==> src/rtl/fx_addsub_pipe.sv <==
`default_nettype none
// +--------------------------------------------------------------------------+
// | fx_addsub_pipe                                                           |
// | Three-stage fixed-point adder/subtractor (align, add/sub, format) with   |
// | valid/ready handshake, range flags and optional saturation selected by   |
// | the FX_ADDSUB_SAT_EN macro.                                              |
// | Revision: 1.0                                                            |
// +--------------------------------------------------------------------------+
module fx_addsub_pipe #(
  parameter int I1 = 2,
  parameter int F1 = 14,
  parameter int I2 = 2,
  parameter int F2 = 14,
  parameter int I3 = 2,
  parameter int F3 = 14
) (
  input  logic             clk,
  input  logic             rst,
  input  logic             in_valid,
  output logic             in_ready,
  input  logic [I1+F1-1:0] a,
  input  logic             s1,
  input  logic [I2+F2-1:0] b,
  input  logic             s2,
  input  logic             op,
  output logic             out_valid,
  input  logic             out_ready,
  output logic [I3+F3-1:0] c,
  output logic             sign,
  output logic             overflow,
  output logic             underflow
);

  localparam int c_W1 = I1 + F1;
  localparam int c_W2 = I2 + F2;
  localparam int c_W3 = I3 + F3;
  localparam int c_FI = (F1 > F2) ? F1 : F2;
  localparam int c_II = ((I1 > I2) ? I1 : I2) + 2;
  localparam int c_WI = c_II + c_FI;
  localparam int c_UP = (F3 > c_FI) ? (F3 - c_FI) : 0;
  localparam int c_DN = (c_FI > F3) ? (c_FI - F3) : 0;
  localparam int c_WC = c_WI + c_UP + c_W3 + 2;

  localparam logic signed [c_WC-1:0] c_SMAX = {{(c_WC-c_W3+1){1'b0}}, {(c_W3-1){1'b1}}};
  localparam logic signed [c_WC-1:0] c_SMIN = {{(c_WC-c_W3+1){1'b1}}, {(c_W3-1){1'b0}}};
  localparam logic signed [c_WC-1:0] c_UMAX = {{(c_WC-c_W3){1'b0}}, {c_W3{1'b1}}};

  logic                   w_adv;
  logic signed [c_WI-1:0] w_a_ext;
  logic signed [c_WI-1:0] w_b_ext;
  logic signed [c_WC-1:0] w_wide;
  logic signed [c_WC-1:0] w_val;
  logic                   w_ovf;
  logic                   w_udf;
  logic [c_W3-1:0]        w_c;

  logic                   r_v1;
  logic signed [c_WI-1:0] r_a1;
  logic signed [c_WI-1:0] r_b1;
  logic                   r_op1;
  logic                   r_rs1;
  logic                   r_v2;
  logic signed [c_WI-1:0] r_sum2;
  logic                   r_rs2;
  logic                   r_v3;
  logic [c_W3-1:0]        r_c;
  logic                   r_sign;
  logic                   r_ovf;
  logic                   r_udf;

  // One global enable: the whole pipe freezes while the output is held.
  assign w_adv    = !r_v3 | out_ready;
  assign in_ready = w_adv;

  assign w_a_ext = $signed({{(c_WI-c_W1){s1 & a[c_W1-1]}}, a}) <<< (c_FI - F1);
  assign w_b_ext = $signed({{(c_WI-c_W2){s2 & b[c_W2-1]}}, b}) <<< (c_FI - F2);

  // Only one of c_UP/c_DN is non-zero; >>> on a signed value floors toward -inf.
  assign w_wide = c_WC'(r_sum2);
  assign w_val  = (w_wide <<< c_UP) >>> c_DN;
  assign w_ovf  = r_rs2 ? (w_val > c_SMAX) : (w_val > c_UMAX);
  assign w_udf  = r_rs2 ? (w_val < c_SMIN) : w_val[c_WC-1];

  always_comb begin
    w_c = w_val[c_W3-1:0];
`ifdef FX_ADDSUB_SAT_EN
    if (w_ovf) begin
      w_c = r_rs2 ? c_SMAX[c_W3-1:0] : c_UMAX[c_W3-1:0];
    end else if (w_udf) begin
      w_c = r_rs2 ? c_SMIN[c_W3-1:0] : '0;
    end
`else
    w_c = w_val[c_W3-1:0];
`endif
  end

  always_ff @(posedge clk) begin
    if (rst) begin
      r_v1   <= 1'b0;
      r_a1   <= '0;
      r_b1   <= '0;
      r_op1  <= 1'b0;
      r_rs1  <= 1'b0;
      r_v2   <= 1'b0;
      r_sum2 <= '0;
      r_rs2  <= 1'b0;
      r_v3   <= 1'b0;
      r_c    <= '0;
      r_sign <= 1'b0;
      r_ovf  <= 1'b0;
      r_udf  <= 1'b0;
    end else if (w_adv) begin
      r_v1   <= in_valid;
      r_a1   <= w_a_ext;
      r_b1   <= w_b_ext;
      r_op1  <= op;
      r_rs1  <= s1 | s2 | op;
      r_v2   <= r_v1;
      r_sum2 <= r_op1 ? (r_a1 - r_b1) : (r_a1 + r_b1);
      r_rs2  <= r_rs1;
      r_v3   <= r_v2;
      r_c    <= w_c;
      r_sign <= r_rs2;
      r_ovf  <= w_ovf;
      r_udf  <= w_udf;
    end
  end

  assign out_valid = r_v3;
  assign c         = r_c;
  assign sign      = r_sign;
  assign overflow  = r_ovf;
  assign underflow = r_udf;

endmodule
`default_nettype wire
==> config.mk <==
export PLATFORM = sky130hd
export DESIGN_NAME = fx_addsub_pipe
export DESIGN_NICKNAME = d
export VERILOG_FILES = /design/src/rtl/fx_addsub_pipe.sv
export SDC_FILE = /design/constraint.sdc
export NUM_CORES = 1
export LEC_CHECK = 0
export BUFFER_PORTS_ARGS = -buffer_cell sky130_fd_sc_hd__buf_2
export CAP_MARGIN = 20
export CORE_MARGIN = 2
export CORE_UTILIZATION = 57
export DETAILED_ROUTE_END_ITERATION = 10
export MAX_ROUTING_LAYER = met4
export PLACE_DENSITY = 0.79
export SLEW_MARGIN = 20
export SYNTH_ARGS = -nofsm -noshare
export SYNTH_HDL_FRONTEND = slang
export SYNTH_SLANG_ARGS = --single-unit
==> constraint.sdc <==
create_clock -name clk -period 4.17 [get_ports clk]
set_clock_uncertainty 0.2 [all_clocks]
set_input_delay 0.6255 -clock clk [delete_from_list [all_inputs] [get_ports clk]]
set_output_delay 0.6255 -clock clk [all_outputs]
set_load 0.02 [all_outputs]
**Yosys cells after proc, flatten, opt, wreduce, memory -nomap -nowiden**

Cells that the tools add are included.

- $add $sub $neg: 2
- Multiply operators: 0
- Div/mod/pow operators: 0
- Magnitude comparators: 3
- Equal/unequal tests: 0
- Shift operators: 0
- Multiplexer cells: 3
- Bitwise operators: 5
- Reductions and logical operators: 1

Operators with widths:

| cell | count |
|---|---|
| $add A17 B17 Y18 | 1 |
| $gt A18 B16 Y1 const B | 1 |
| $gt A18 B17 Y1 const B | 1 |
| $lt A18 B16 Y1 const B | 1 |
| $mux W18 | 1 |
| $sub A17 B17 Y18 | 1 |
| $or A1 B1 Y1 | 3 |
| $and A1 B1 Y1 | 2 |
| $mux W1 | 2 |
| $logic_not A1 Y1 | 1 |

- Register bits after elaboration: 77
- Bits in latches: 0
- Memory bits (writable): 0
- Memory bits (read-only): 0
- Output and inout bits: 21
- Logic and storage cells: 27
- Memories: 0

**Depth between registers and ports, before layout**

- Depth in word-level cells: 2
- Depth in mapped cells: 14
- Gate-level depth less buffers: 13

**Worst setup path before layout**

OpenSTA, ideal clock, no wires.

- Kind: register -> register
- Start point: register r_op1
- End point: register r_sum2[10]
- Data arrival time: 2.694 ns
- Required time: 3.884 ns
- Setup slack: 1.190 ns
- Cell stages (with the launch flop): 12
- Clock period less this slack: 2.980 ns
- Cells stage by stage: dfxtp_1 > clkbuf_1 > buf_1 > a21oi_1 > xnor2_1 > ha_1 > a21o_1 > a221o_1 > a31oi_1 > o21ai_1 > xnor2_1 > a211oi_1

- Longest elaborated chain between the ends: 1

Ends and longest elaborated chain:

| element | RTL line | source |
|---|---|---|
| start, declared | 60 | `logic r_op1;` |
| start signal, assigned | 116 | `r_op1 <= op;` |
| $mux W18 | 119 | `r_sum2 <= r_op1 ? (r_a1 - r_b1) : (r_a1 + r_b1);` |
| end signal, assigned | 119 |  |
| end, declared | 63 | `logic signed [c_WI-1:0] r_sum2;` |

No other way between the ends.
A chain may end at the register's enable or synchronous reset.

**Worst setup path in the final report**

- Start point: register r_b1[2]
- End point: register r_sum2[17]

- Longest elaborated chain between the ends: 2

Ends and longest elaborated chain:

| element | RTL line | source |
|---|---|---|
| start, declared | 59 | `logic signed [c_WI-1:0] r_b1;` |
| start signal, assigned | 115 | `r_b1 <= w_b_ext;` |
| $add A17 B17 Y18 or $sub A17 B17 Y18 (tied branches) | 119 |  |
| $mux W18 * | 119 |  |

Mark *: on every way between the ends. The rest lies on a longest branch, timed or not.

==> flow_summary_export.csv <==
group,metric,value,unit
synthesis,async_reset_ff_share,0,%
synthesis,syn_area_per_cell,7.66,um^2
clock_tree,clk_pin_slew,70,ps
hold_path,worst_hold_path_type,"register to register",
worst_setup_path,r2r_slack,960,ps
drt,first_pass_iters,4,
clock_tree,numCtsBuffers,9,
worst_setup_path,crit_required,4230,ps
die,start_util,58.2,%
global_route,grt_pass1_vias,3219,
clock_tree,cts_root_buffer,"clkbuf_8",
synthesis,ys_ff_latch,77,
synthesis,seq_area_frac_synth,39.4,%
drt,detail_route.wl_per_cell,13.9,um
drt,drc,0,
drt,viasPerCell,5.58,
synthesis,synthesis.nets,568,
die,rows,30,
clock_tree,clock_latency,360,ps
clock_tree,post_cts_buffers,0,
drt,routed_wl,8.86,mm
worst_setup_path,cp-end-kind,"register",
worst_setup_path,r2r_end,"r_sum2[17]$_SDFFE_PP0P_",
flow_run,cap_violations,0,
worst_setup_path,critPathLaunchType,"register",
timing,maxSlewHeadroom,46.9,%
power,power,0.00190,W
timing,worst_slack,965,ps
worst_setup_path,worst_r2r_path_depth,12,
synthesis,synth_flop_cell,"dfxtp_1",
power,power_density,428,nW/um^2
global_route,antenna_found_initial,0,
outcome,outcome,"complete, no violations",
synthesis,synthCells,510,
global_route,grt_first_pass_wirelength,14.8,mm
worst_setup_path,r2r_start,"r_b1[2]$_SDFFE_PP0P_",
cells_and_area,utilization,65.9,%
clock_tree,clockBufferDepth,2,
cells_and_area,layout_commonest_cell,"nand2_1",
hold_path,whs_path_depth,2,
timing,fin_crit,3210,ps
cells_and_area,num-fill-cells,626,
placement,routabilityCongestion,0.904,
cells_and_area,layout_common_cells,"136 x nand2_1, 86 x a21oi_1, 77 x dfxtp_1",
clock_tree,post_cts_resized,0,
placement,place_hpwl,6.15,mm
die,die_w,86.8,um
die,design.core.area,6720,um^2
worst_setup_path,arrival,3270,ps
power,p_leak,1.89,nW
timing,finalHoldViolations,0,
global_route,grt_overflow_total,0,
worst_setup_path,worstPathMaxFanout,6,
synthesis,ys_types,52,
die,dieHeight,86.8,um
global_route,grt_max_degree,82,
timing,slew_violations,0,
synthesis,yosysWarnings,0,
worst_setup_path,worstSetupPathType,"register to register",
clock_tree,cts_htree_levels,3,
timing,min_period_over_period,76.9,%
timing,setup_viol,0,
die,die-area,7530,um^2
cells_and_area,layout-drive-gt1-share,15.4,%
die,io_pins,60,
placement,io_buffer_count,59,
power,p_sw_share,29.8,%
power,switching_power,0.000565,W
timing,worstMarginPinSlew,797,ps
power,pwr-share-clk,31.6,%
synthesis,synth-edff-count,0,
placement,dp_slack,997,ps
cells_and_area,diodes,0,
drt,num_vias,3561,
clock_tree,tritoncts,"yes",
power,seq_power_share,45.5,%
worst_setup_path,cp-endpoint,"r_sum2[17]$_SDFFE_PP0P_",
clock_tree,clkSinkCount,77,
timing,final.setup.tns,0,ps
synthesis,netlist_area,3910,um^2
worst_setup_path,startpoint,"r_b1[2]$_SDFFE_PP0P_",
timing,grt_setup_unrepaired,"no",
global_route,grt_usage,25.1,%
drt,ant_nets,0,
power,pwr-share-comb,22.9,%
clock_tree,cts_hold_buf,0,
timing,fmax,312,MHz
cells_and_area,area_growth,13.3,%
cells_and_area,nets,611,
power,p_int,0.00133,W
drt,drtIter0Drc,213,
power,ir_drop,0.247,mV
## power by group through the flow
stage | Combinational, W | Clock (W) | Sequential (W)
CTS | 0.000431 | 0.000607 | 0.000863
floorplan | 0.000302 | 0 | 0.000889
global placement | 0.000417 | 0 | 0.000877
global route | 0.000484 | 0.000637 | 0.000872
detailed placement | 0.000426 | 0 | 0.000880
finish | 0.000433 | 0.000599 | 0.000863
## worst max-delay path, cell delays in order (launching register included)
cell and delay, ps:
dfxtp_1 380, nor4_4 420, a21oi_1 170, nor2_1 240
o21ai_0 150, xnor2_1 160, ha_1 350, a21o_1 220
o21bai_1 160, a21oi_1 140, o21bai_1 100, a31o_2 220
a211oi_1 190
## registers in the layout, summed over array words and instances (netlist names)
name / flops
r_op1: 1
r_sum2: 18
sign: 1
out_valid: 1
r_a1: 17
r_b1: 17
r_rs2: 1
r_rs1: 1
underflow: 1
r_v1: 1
r_v2: 1
overflow: 1
c: 16
## how the worst min path moves through the flow
| stage | to | slack, ps | startpoint |
|---|---|---|---|
| 6_report | c[2]$_SDFFE_PP0P_ | 250 | c[2]$_SDFFE_PP0P_ |
| 5_1_grt | c[6]$_SDFFE_PP0P_ | 270 | r_sum2[6]$_SDFFE_PP0P_ |
| 4_1_cts | c[9]$_SDFFE_PP0P_ | 250 | c[9]$_SDFFE_PP0P_ |
| 3_5_place_dp | c[9]$_SDFFE_PP0P_ | 240 | c[9]$_SDFFE_PP0P_ |
| 3_3_place_gp | c[3]$_SDFFE_PP0P_ | 240 | c[3]$_SDFFE_PP0P_ |
| 2_1_floorplan | r_a1[0]$_SDFFE_PP0P_ | 230 | r_a1[0]$_SDFFE_PP0P_ |
## cell families after synthesis
| group | after synthesis | synth area share (%) |
|---|---|---|
| xor+xnor | 22 | 4.93 |
| flops | 77 | 39.4 |
| simple gates | 210 | 23.9 |
| compound gates | 140 | 20.9 |
| mux | 3 | 0.769 |
| fa+ha+maj | 19 | 6.28 |
| buf+inv | 39 | 3.81 |
## layer usage
layer | up-vias | global-route usage, % | routed length, um
met2 | 83 | 40.0 | 4220
met3 | 15 | 5.24 | 439
met4 | 0 | 6.82 | 123
li1 | 1843 | - | -
met1 | 1620 | 32.4 | 4070
met5 | - | - | 0
## cell usage after synthesis (5+ instances only)
library cell	number	area, um^2
clkbuf_1	20	75.1
buf_1	8	30.0
a21oi_1	86	430
o21ai_0	15	75.1
a31oi_1	7	43.8
nor3_1	11	55.1
xnor2_1	18	158
inv_1	8	30.0
nor2_1	20	75.1
dfxtp_1	77	1540
nand2_1	136	510
a211oi_1	7	52.6
ha_1	18	225
nand3_1	12	60.1
nor2b_1	5	31.3
## area by class of cell
| class | instances | area [um^2] | share of cell area (%) |
|---|---|---|---|
| multi-input cells | 394 | 2220 | 50.3 |
| flip-flops and latches | 77 | 1540 | 34.8 |
| repair buffers | 62 | 318 | 7.18 |
| clock buffers | 12 | 135 | 3.05 |
| well taps | 80 | 100 | 2.26 |
| clock inverters | 4 | 72.6 | 1.64 |
| inverters | 9 | 33.8 | 0.763 |
## stage by stage
| step | hold slack (ps) | instance area (um^2) | instances |
|---|---|---|---|
| finish | 249 | 4430 | 638 |
| CTS | 253 | 4430 | 638 |
| floorplan | 232 | 3910 | 510 |
| global route | 270 | 4430 | 638 |
| detailed placement | 242 | 4220 | 622 |
| global placement | 235 | 4220 | 622 |
(Power assumes the default switching activity.)
